`src/rtl/mips_pkg.sv`:
```
// Shared encodings for the MIPS pipeline: ALUOp, funct codes, internal ALU
// control codes and MEM control bit positions.
package mips_pkg;

   localparam int WB_CTL_W  = 2;
   localparam int M_CTL_W   = 3;
   localparam int ALU_OP_W  = 2;
   localparam int FUNCT_W   = 6;
   localparam int ALUCTL_W  = 4;

   localparam logic [ALU_OP_W-1:0] ALU_OP_ADD   = 2'b00;
   localparam logic [ALU_OP_W-1:0] ALU_OP_SUB   = 2'b01;
   localparam logic [ALU_OP_W-1:0] ALU_OP_FUNCT = 2'b10;
   localparam logic [ALU_OP_W-1:0] ALU_OP_RSVD  = 2'b11;

   localparam logic [FUNCT_W-1:0] FUNCT_ADD = 6'h20;
   localparam logic [FUNCT_W-1:0] FUNCT_SUB = 6'h22;
   localparam logic [FUNCT_W-1:0] FUNCT_AND = 6'h24;
   localparam logic [FUNCT_W-1:0] FUNCT_OR  = 6'h25;
   localparam logic [FUNCT_W-1:0] FUNCT_NOR = 6'h27;
   localparam logic [FUNCT_W-1:0] FUNCT_SLT = 6'h2A;

   localparam logic [ALUCTL_W-1:0] ALUCTL_AND = 4'd0;
   localparam logic [ALUCTL_W-1:0] ALUCTL_OR  = 4'd1;
   localparam logic [ALUCTL_W-1:0] ALUCTL_ADD = 4'd2;
   localparam logic [ALUCTL_W-1:0] ALUCTL_SUB = 4'd6;
   localparam logic [ALUCTL_W-1:0] ALUCTL_SLT = 4'd7;
   localparam logic [ALUCTL_W-1:0] ALUCTL_NOR = 4'd12;

   // m_ctl = {branch, mem_read, mem_write}
   localparam int M_CTL_BRANCH    = 2;
   localparam int M_CTL_MEM_READ  = 1;
   localparam int M_CTL_MEM_WRITE = 0;

endpackage

```
`src/rtl/ex_alu.sv`:
```
// Combinational ALU for the EX stage: add/sub/and/or/nor/slt with zero and
// signed-overflow flags.
module ex_alu
   import mips_pkg::*;
#(
   parameter int DATA_W = 32
) (
   input  logic [ALUCTL_W-1:0] alu_ctl_i,
   input  logic [DATA_W-1:0]   a_i,
   input  logic [DATA_W-1:0]   b_i,
   output logic [DATA_W-1:0]   result_o,
   output logic                zero_o,
   output logic                overflow_o
);

   logic [DATA_W-1:0] sum;
   logic [DATA_W-1:0] diff;
   logic              sum_ovf;
   logic              diff_ovf;
   logic              lt;

   assign sum  = a_i + b_i;
   assign diff = a_i - b_i;

   // Same-sign operands producing an opposite-sign sum overflow; for sub the
   // operands must differ in sign.
   assign sum_ovf  = (a_i[DATA_W-1] == b_i[DATA_W-1]) && (sum[DATA_W-1]  != a_i[DATA_W-1]);
   assign diff_ovf = (a_i[DATA_W-1] != b_i[DATA_W-1]) && (diff[DATA_W-1] != a_i[DATA_W-1]);
   assign lt       = $signed(a_i) < $signed(b_i);

   always_comb begin
      result_o   = sum;
      overflow_o = sum_ovf;
      case (alu_ctl_i)
         ALUCTL_SUB: begin
            result_o   = diff;
            overflow_o = diff_ovf;
         end
         ALUCTL_AND: begin
            result_o   = a_i & b_i;
            overflow_o = 1'b0;
         end
         ALUCTL_OR: begin
            result_o   = a_i | b_i;
            overflow_o = 1'b0;
         end
         ALUCTL_NOR: begin
            result_o   = ~(a_i | b_i);
            overflow_o = 1'b0;
         end
         ALUCTL_SLT: begin
            result_o   = {{(DATA_W-1){1'b0}}, lt};
            overflow_o = 1'b0;
         end
         default: begin
            result_o   = sum;
            overflow_o = sum_ovf;
         end
      endcase
   end

   assign zero_o = (result_o == '0);

endmodule

```
`src/rtl/ex_stage.sv`:
```
// MIPS execute stage: ALU control decode, operand muxing, ALU, branch-target
// adder and the EX/MEM pipeline latch with stall/flush/valid handling.
module ex_stage
   import mips_pkg::*;
#(
   parameter int DATA_W     = 32,
   parameter int REG_ADDR_W = 5
) (
   input  logic                  clk,
   input  logic                  rst,
   input  logic                  stall,
   input  logic                  flush,
   input  logic                  in_valid,
   input  logic [WB_CTL_W-1:0]   wb_ctl,
   input  logic [M_CTL_W-1:0]    m_ctl,
   input  logic                  reg_dest,
   input  logic                  alu_src,
   input  logic [ALU_OP_W-1:0]   alu_op,
   input  logic [DATA_W-1:0]     npc,
   input  logic [DATA_W-1:0]     r_data_1,
   input  logic [DATA_W-1:0]     r_data_2,
   input  logic [DATA_W-1:0]     sign_extend,
   input  logic [REG_ADDR_W-1:0] instr_2016,
   input  logic [REG_ADDR_W-1:0] instr_1511,
   output logic                  valid_out,
   output logic [WB_CTL_W-1:0]   wb_ctl_out,
   output logic [M_CTL_W-1:0]    m_ctl_out,
   output logic [DATA_W-1:0]     add_result,
   output logic                  zero,
   output logic                  overflow,
   output logic [DATA_W-1:0]     alu_result,
   output logic [DATA_W-1:0]     r_data_2_out,
   output logic [REG_ADDR_W-1:0] write_reg
);

   typedef struct packed {
      logic                  valid;
      logic [WB_CTL_W-1:0]   wb_ctl;
      logic [M_CTL_W-1:0]    m_ctl;
      logic [DATA_W-1:0]     add_result;
      logic                  zero;
      logic                  overflow;
      logic [DATA_W-1:0]     alu_result;
      logic [DATA_W-1:0]     r_data_2;
      logic [REG_ADDR_W-1:0] write_reg;
   } ex_mem_t;

   logic [FUNCT_W-1:0]  funct;
   logic [ALUCTL_W-1:0] alu_ctl;
   logic [DATA_W-1:0]   alu_b;
   logic [DATA_W-1:0]   alu_res;
   logic                alu_zero;
   logic                alu_ovf;
   logic [DATA_W-1:0]   br_target;
   ex_mem_t             load;
   ex_mem_t             ex_mem_d;
   ex_mem_t             ex_mem_q;

   assign funct = sign_extend[FUNCT_W-1:0];

   // Unknown funct codes and the reserved ALUOp fall back to add.
   always_comb begin
      alu_ctl = ALUCTL_ADD;
      case (alu_op)
         ALU_OP_ADD: alu_ctl = ALUCTL_ADD;
         ALU_OP_SUB: alu_ctl = ALUCTL_SUB;
         ALU_OP_FUNCT: begin
            case (funct)
               FUNCT_ADD: alu_ctl = ALUCTL_ADD;
               FUNCT_SUB: alu_ctl = ALUCTL_SUB;
               FUNCT_AND: alu_ctl = ALUCTL_AND;
               FUNCT_OR:  alu_ctl = ALUCTL_OR;
               FUNCT_NOR: alu_ctl = ALUCTL_NOR;
               FUNCT_SLT: alu_ctl = ALUCTL_SLT;
               default:   alu_ctl = ALUCTL_ADD;
            endcase
         end
         default: alu_ctl = ALUCTL_ADD;
      endcase
   end

   assign alu_b     = alu_src ? sign_extend : r_data_2;
   assign br_target = npc + {sign_extend[DATA_W-3:0], 2'b00};

   ex_alu #(
      .DATA_W (DATA_W)
   ) u_alu (
      .alu_ctl_i  (alu_ctl),
      .a_i        (r_data_1),
      .b_i        (alu_b),
      .result_o   (alu_res),
      .zero_o     (alu_zero),
      .overflow_o (alu_ovf)
   );

   always_comb begin
      load.valid      = 1'b1;
      load.wb_ctl     = wb_ctl;
      load.m_ctl      = m_ctl;
      load.add_result = br_target;
      load.zero       = alu_zero;
      load.overflow   = alu_ovf;
      load.alu_result = alu_res;
      load.r_data_2   = r_data_2;
      load.write_reg  = reg_dest ? instr_1511 : instr_2016;
   end

   // flush beats stall; an empty ID/EX slot loads a bubble.
   always_comb begin
      ex_mem_d = '0;
      if (flush)
         ex_mem_d = '0;
      else if (stall)
         ex_mem_d = ex_mem_q;
      else if (in_valid)
         ex_mem_d = load;
   end

   always_ff @(posedge clk) begin
      if (rst)
         ex_mem_q <= '0;
      else
         ex_mem_q <= ex_mem_d;
   end

   assign valid_out    = ex_mem_q.valid;
   assign wb_ctl_out   = ex_mem_q.wb_ctl;
   assign m_ctl_out    = ex_mem_q.m_ctl;
   assign add_result   = ex_mem_q.add_result;
   assign zero         = ex_mem_q.zero;
   assign overflow     = ex_mem_q.overflow;
   assign alu_result   = ex_mem_q.alu_result;
   assign r_data_2_out = ex_mem_q.r_data_2;
   assign write_reg    = ex_mem_q.write_reg;

endmodule

```
`config.mk`:
```
export PLATFORM = sky130hd
export DESIGN_NAME = ex_stage
export DESIGN_NICKNAME = d
export VERILOG_FILES = /design/src/rtl/mips_pkg.sv /design/src/rtl/ex_alu.sv /design/src/rtl/ex_stage.sv
export SDC_FILE = /design/constraint.sdc
export NUM_CORES = 1
export LEC_CHECK = 0
export ABC_CLOCK_PERIOD_IN_PS = 8250
export BUFFER_PORTS_ARGS = -buffer_cell sky130_fd_sc_hd__buf_4
export CORE_MARGIN = 2
export CORE_UTILIZATION = 60
export CTS_BUF_LIST = sky130_fd_sc_hd__clkbuf_4 sky130_fd_sc_hd__clkbuf_8
export DETAILED_ROUTE_END_ITERATION = 12
export PLACE_DENSITY = 0.88
export RECOVER_POWER = 100
export SKIP_CTS_REPAIR_TIMING = 1
export SYNTH_ARGS = -nofsm -noshare
export SYNTH_HDL_FRONTEND = slang
export SYNTH_SLANG_ARGS = --single-unit
```
`constraint.sdc`:
```
create_clock -name clk -period 8.25 [get_ports clk]
set_clock_uncertainty 0.1 [all_clocks]
set_input_delay 0.825 -clock clk [delete_from_list [all_inputs] [get_ports clk]]
set_output_delay 0.825 -clock clk [all_outputs]
set_load 0.1 [all_outputs]
```
==> impl_metrics.tcl <==
set metrics [dict create \
    grt_max_degree 93 \
    final_common_cell "nor2_1" \
    grt_pass1_wl_mm 62.5 \
    synthCells 1423 \
    synth-seq-area-share_pct 20.2 \
    fin_ws_ns 2.75 \
    gp_congestion 0.968 \
    fin_util_pct 70.6 \
    die_y_um 138 \
    reg2reg_slack_ns 7.20 \
    power.switching_w 0.000785 \
    comb_power_share_pct 49.5 \
    fin_area_um2 12600 \
    clock_latency_ns 0.38 \
    r2r-end "r_data_2_out[1]" \
    synth_fa_ha_area_share_pct 15.2 \
    hpwlAfterDp_mm 31.0 \
    fmax_mhz 182 \
    worstSetupEndpoint "overflow" \
    ant_nets 0 \
    tns_ns 0 \
    finalNetCount 1903 \
    placed_cell_area_um2 12800 \
    dr.first_iter.drc_count 991 \
    powerDensity_nw_per_um2 143 \
    cp-end-kind "register" \
    rsz0062_at_grt "no" \
    hold_class "register to register" \
    diodes 0 \
    clk_path_buf_depth 2 \
    clk_pin_slew_ns 0.10 \
    postRouteWirelength_mm 40.5 \
    status "finished with violations" \
    syn_area_per_cell_um2 7.60 \
    grt_pass1_vias 11600 \
    fp.coreArea_um2 17800 \
    grt_overflow_total 0 \
    cts_root_buf "clkbuf_8" \
    leakage_nw 5.65 \
    power_switching_share_pct 43.6 \
    critPathRequiredTime_ns 8.18 \
    drv_slew 93 \
    clock_sinks 109 \
    routedWlPerCell_um 21.8 \
    synth_compound_area_share_pct 32.8 \
    port_buffers 260 \
    antenna_found_initial 0 \
    worst_pin_slew_ns 5.42 \
    syn_area_um2 10800 \
    final_cell_mix "nor2_1, buf_4, ha_1, clkbuf_1, dfxtp_1" \
    period_minus_slack_ns 5.50 \
    grtUsageTotal_pct 40.4 \
    power.sequential.fraction_pct 30.5 \
    drive_above_1_share_pct 13.0 \
    synth_edf_count 0 \
    synth_cell_types 102 \
    synth_top_family_by_area "compound AO/OA/AOI/OAI gates" \
    preCtsSetupSlack_ns 2.86 \
    ir_drop_uv 125 \
    finalCritPeriodShare_pct 66.7 \
    synth-xor-area-share_pct 2.35 \
    synth-main-ff-cell "dfxtp_1" \
    setup-violations-final 0 \
    crit_type "input port to register" \
    r2r_start "r_data_2_out[1]" \
    async_reset_ff_share_pct 0 \
    ff2ff_path_depth 2 \
    ios 261 \
    cts_buffers 9 \
    cp_max_fo 92 \
    rows 49 \
    clockPowerShare_pct 20.0 \
    slew_headroom_pct -261 \
    ys_seq_elements 109 \
    ys_warn_count 0 \
    cp.arrival_ns 5.44 \
    cp-startpoint "flush" \
    dr.pass1.iters 7 \
    syn_nets 1705 \
    cts.htree.levels 3 \
    routed_via_density 6.60 \
    synthMuxAreaShare_pct 3.81 \
    syn2layout_area_growth_pct 16.5 \
    hold_viol_final 0 \
    cts_tree "done" \
    die-area_um2 19100 \
    routed-via-count 12200 \
    drc 0 \
    max-cap-violations 1 \
    die-width_um 138 \
    synth-simple-area-share_pct 18.7 \
    crit_path_start_kind "input port" \
    violations "capacitance limit, slew limit" \
    p_int_w 0.00102 \
    initial_utilization_pct 60.6 \
]
## stage by stage
| step | total power, W | hold slack, ns | cells |
|---|---|---|---|
| global route | 0.00188 | 0.392 | 1853 |
| global placement | 0.00143 | 0.340 | 1839 |
| floorplan | 0.00118 | 0.775 | 1423 |
| finish | 0.00180 | 0.367 | 1853 |
| CTS | 0.00179 | 0.370 | 1853 |
| detailed placement | 0.00144 | 0.350 | 1839 |
## cell families after synthesis
logic type,count (synthesis)
buffers and inverters,191
DFF,109
xor gates and xnor gates,29
muxes,41
AOI/OAI and AO/OA,497
and+or+nand+nor,426
adders and majority gates,130
## worst max-delay path: stages
cell      delay [ns]
clkbuf_4        0.11
or2_0           3.80
o21ai_0         0.65
## power groups by stage
| stage | Clock [W] | Sequential [W] | Combinational, W |
|---|---|---|---|
| after global placement | 0 | 0.000560 | 0.000868 |
| after detailed placement | 0 | 0.000561 | 0.000880 |
| final | 0.000360 | 0.000549 | 0.000892 |
| after CTS | 0.000359 | 0.000549 | 0.000885 |
| after global routing | 0.000380 | 0.000551 | 0.000953 |
| after floorplan | 0 | 0.000664 | 0.000518 |
## layer usage
| metal | up-vias | track usage, % | routed length (um) |
|---|---|---|---|
| met5 | - | 0 | 0 |
| met1 | 5734 | 48.5 | 15400 |
| met3 | 156 | 7.03 | 3300 |
| li1 | 5632 | - | - |
| met2 | 704 | 67.7 | 18900 |
| met4 | 0 | 24.0 | 2800 |
## worst min-delay path by stage
stage / start / endpoint / slack, ns / depth (start not counted)
3_3_place_gp: add_result[23] / add_result[23] / 0.34 / 2
2_1_floorplan: add_result[23] / add_result[23] / 0.77 / 2
5_1_grt: add_result[17] / add_result[17] / 0.39 / 2
4_1_cts: add_result[15] / add_result[15] / 0.37 / 2
6_report: add_result[15] / add_result[15] / 0.37 / 2
3_5_place_dp: add_result[20] / add_result[20] / 0.35 / 2
## cell type report
cell class	instances	area, um2
multi-input cells	1123	7910
flip-flops and latches	109	2180
clock buffers	10	131
well taps	229	287
fillers	1605	5250
clock inverters	4	73.8
inverters	109	409
repair buffers	269	1610
## synthesized netlist by cell type, types with 5 or more instances
master	instances	area share [%]
o211a_1	7	0.65
o21ai_0	69	3.2
a22oi_1	66	4.6
a22o_1	5	0.40
dfxtp_1	109	20
xor2_1	14	1.1
or4_1	9	0.62
o31ai_1	17	1.2
buf_1	8	0.28
nand2b_1	17	0.98
a31oi_1	15	0.87
a211o_1	6	0.49
nor2_1	189	6.6
buf_2	9	0.42
clkbuf_1	62	2.2
a21o_1	32	2.2
a221oi_1	16	1.3
and3_1	7	0.40
mux2i_1	40	3.7
nor3_1	17	0.79
o21bai_1	15	1.0
nor2b_1	10	0.58
or2_2	5	0.29
o221ai_1	13	1.1
o211ai_1	14	0.97
nand3_1	26	1.2
nand4_1	13	0.75
ha_1	127	15
or3_1	5	0.29
o21a_1	8	0.56
o21ai_1	7	0.32
inv_1	108	3.7
nand2_1	82	2.8
xnor2_1	15	1.2
a211oi_1	10	0.69
nor4_1	9	0.52
and2_1	10	0.58
a221o_1	17	1.6
a21oi_1	107	5.0
(Power assumes the default switching activity.)
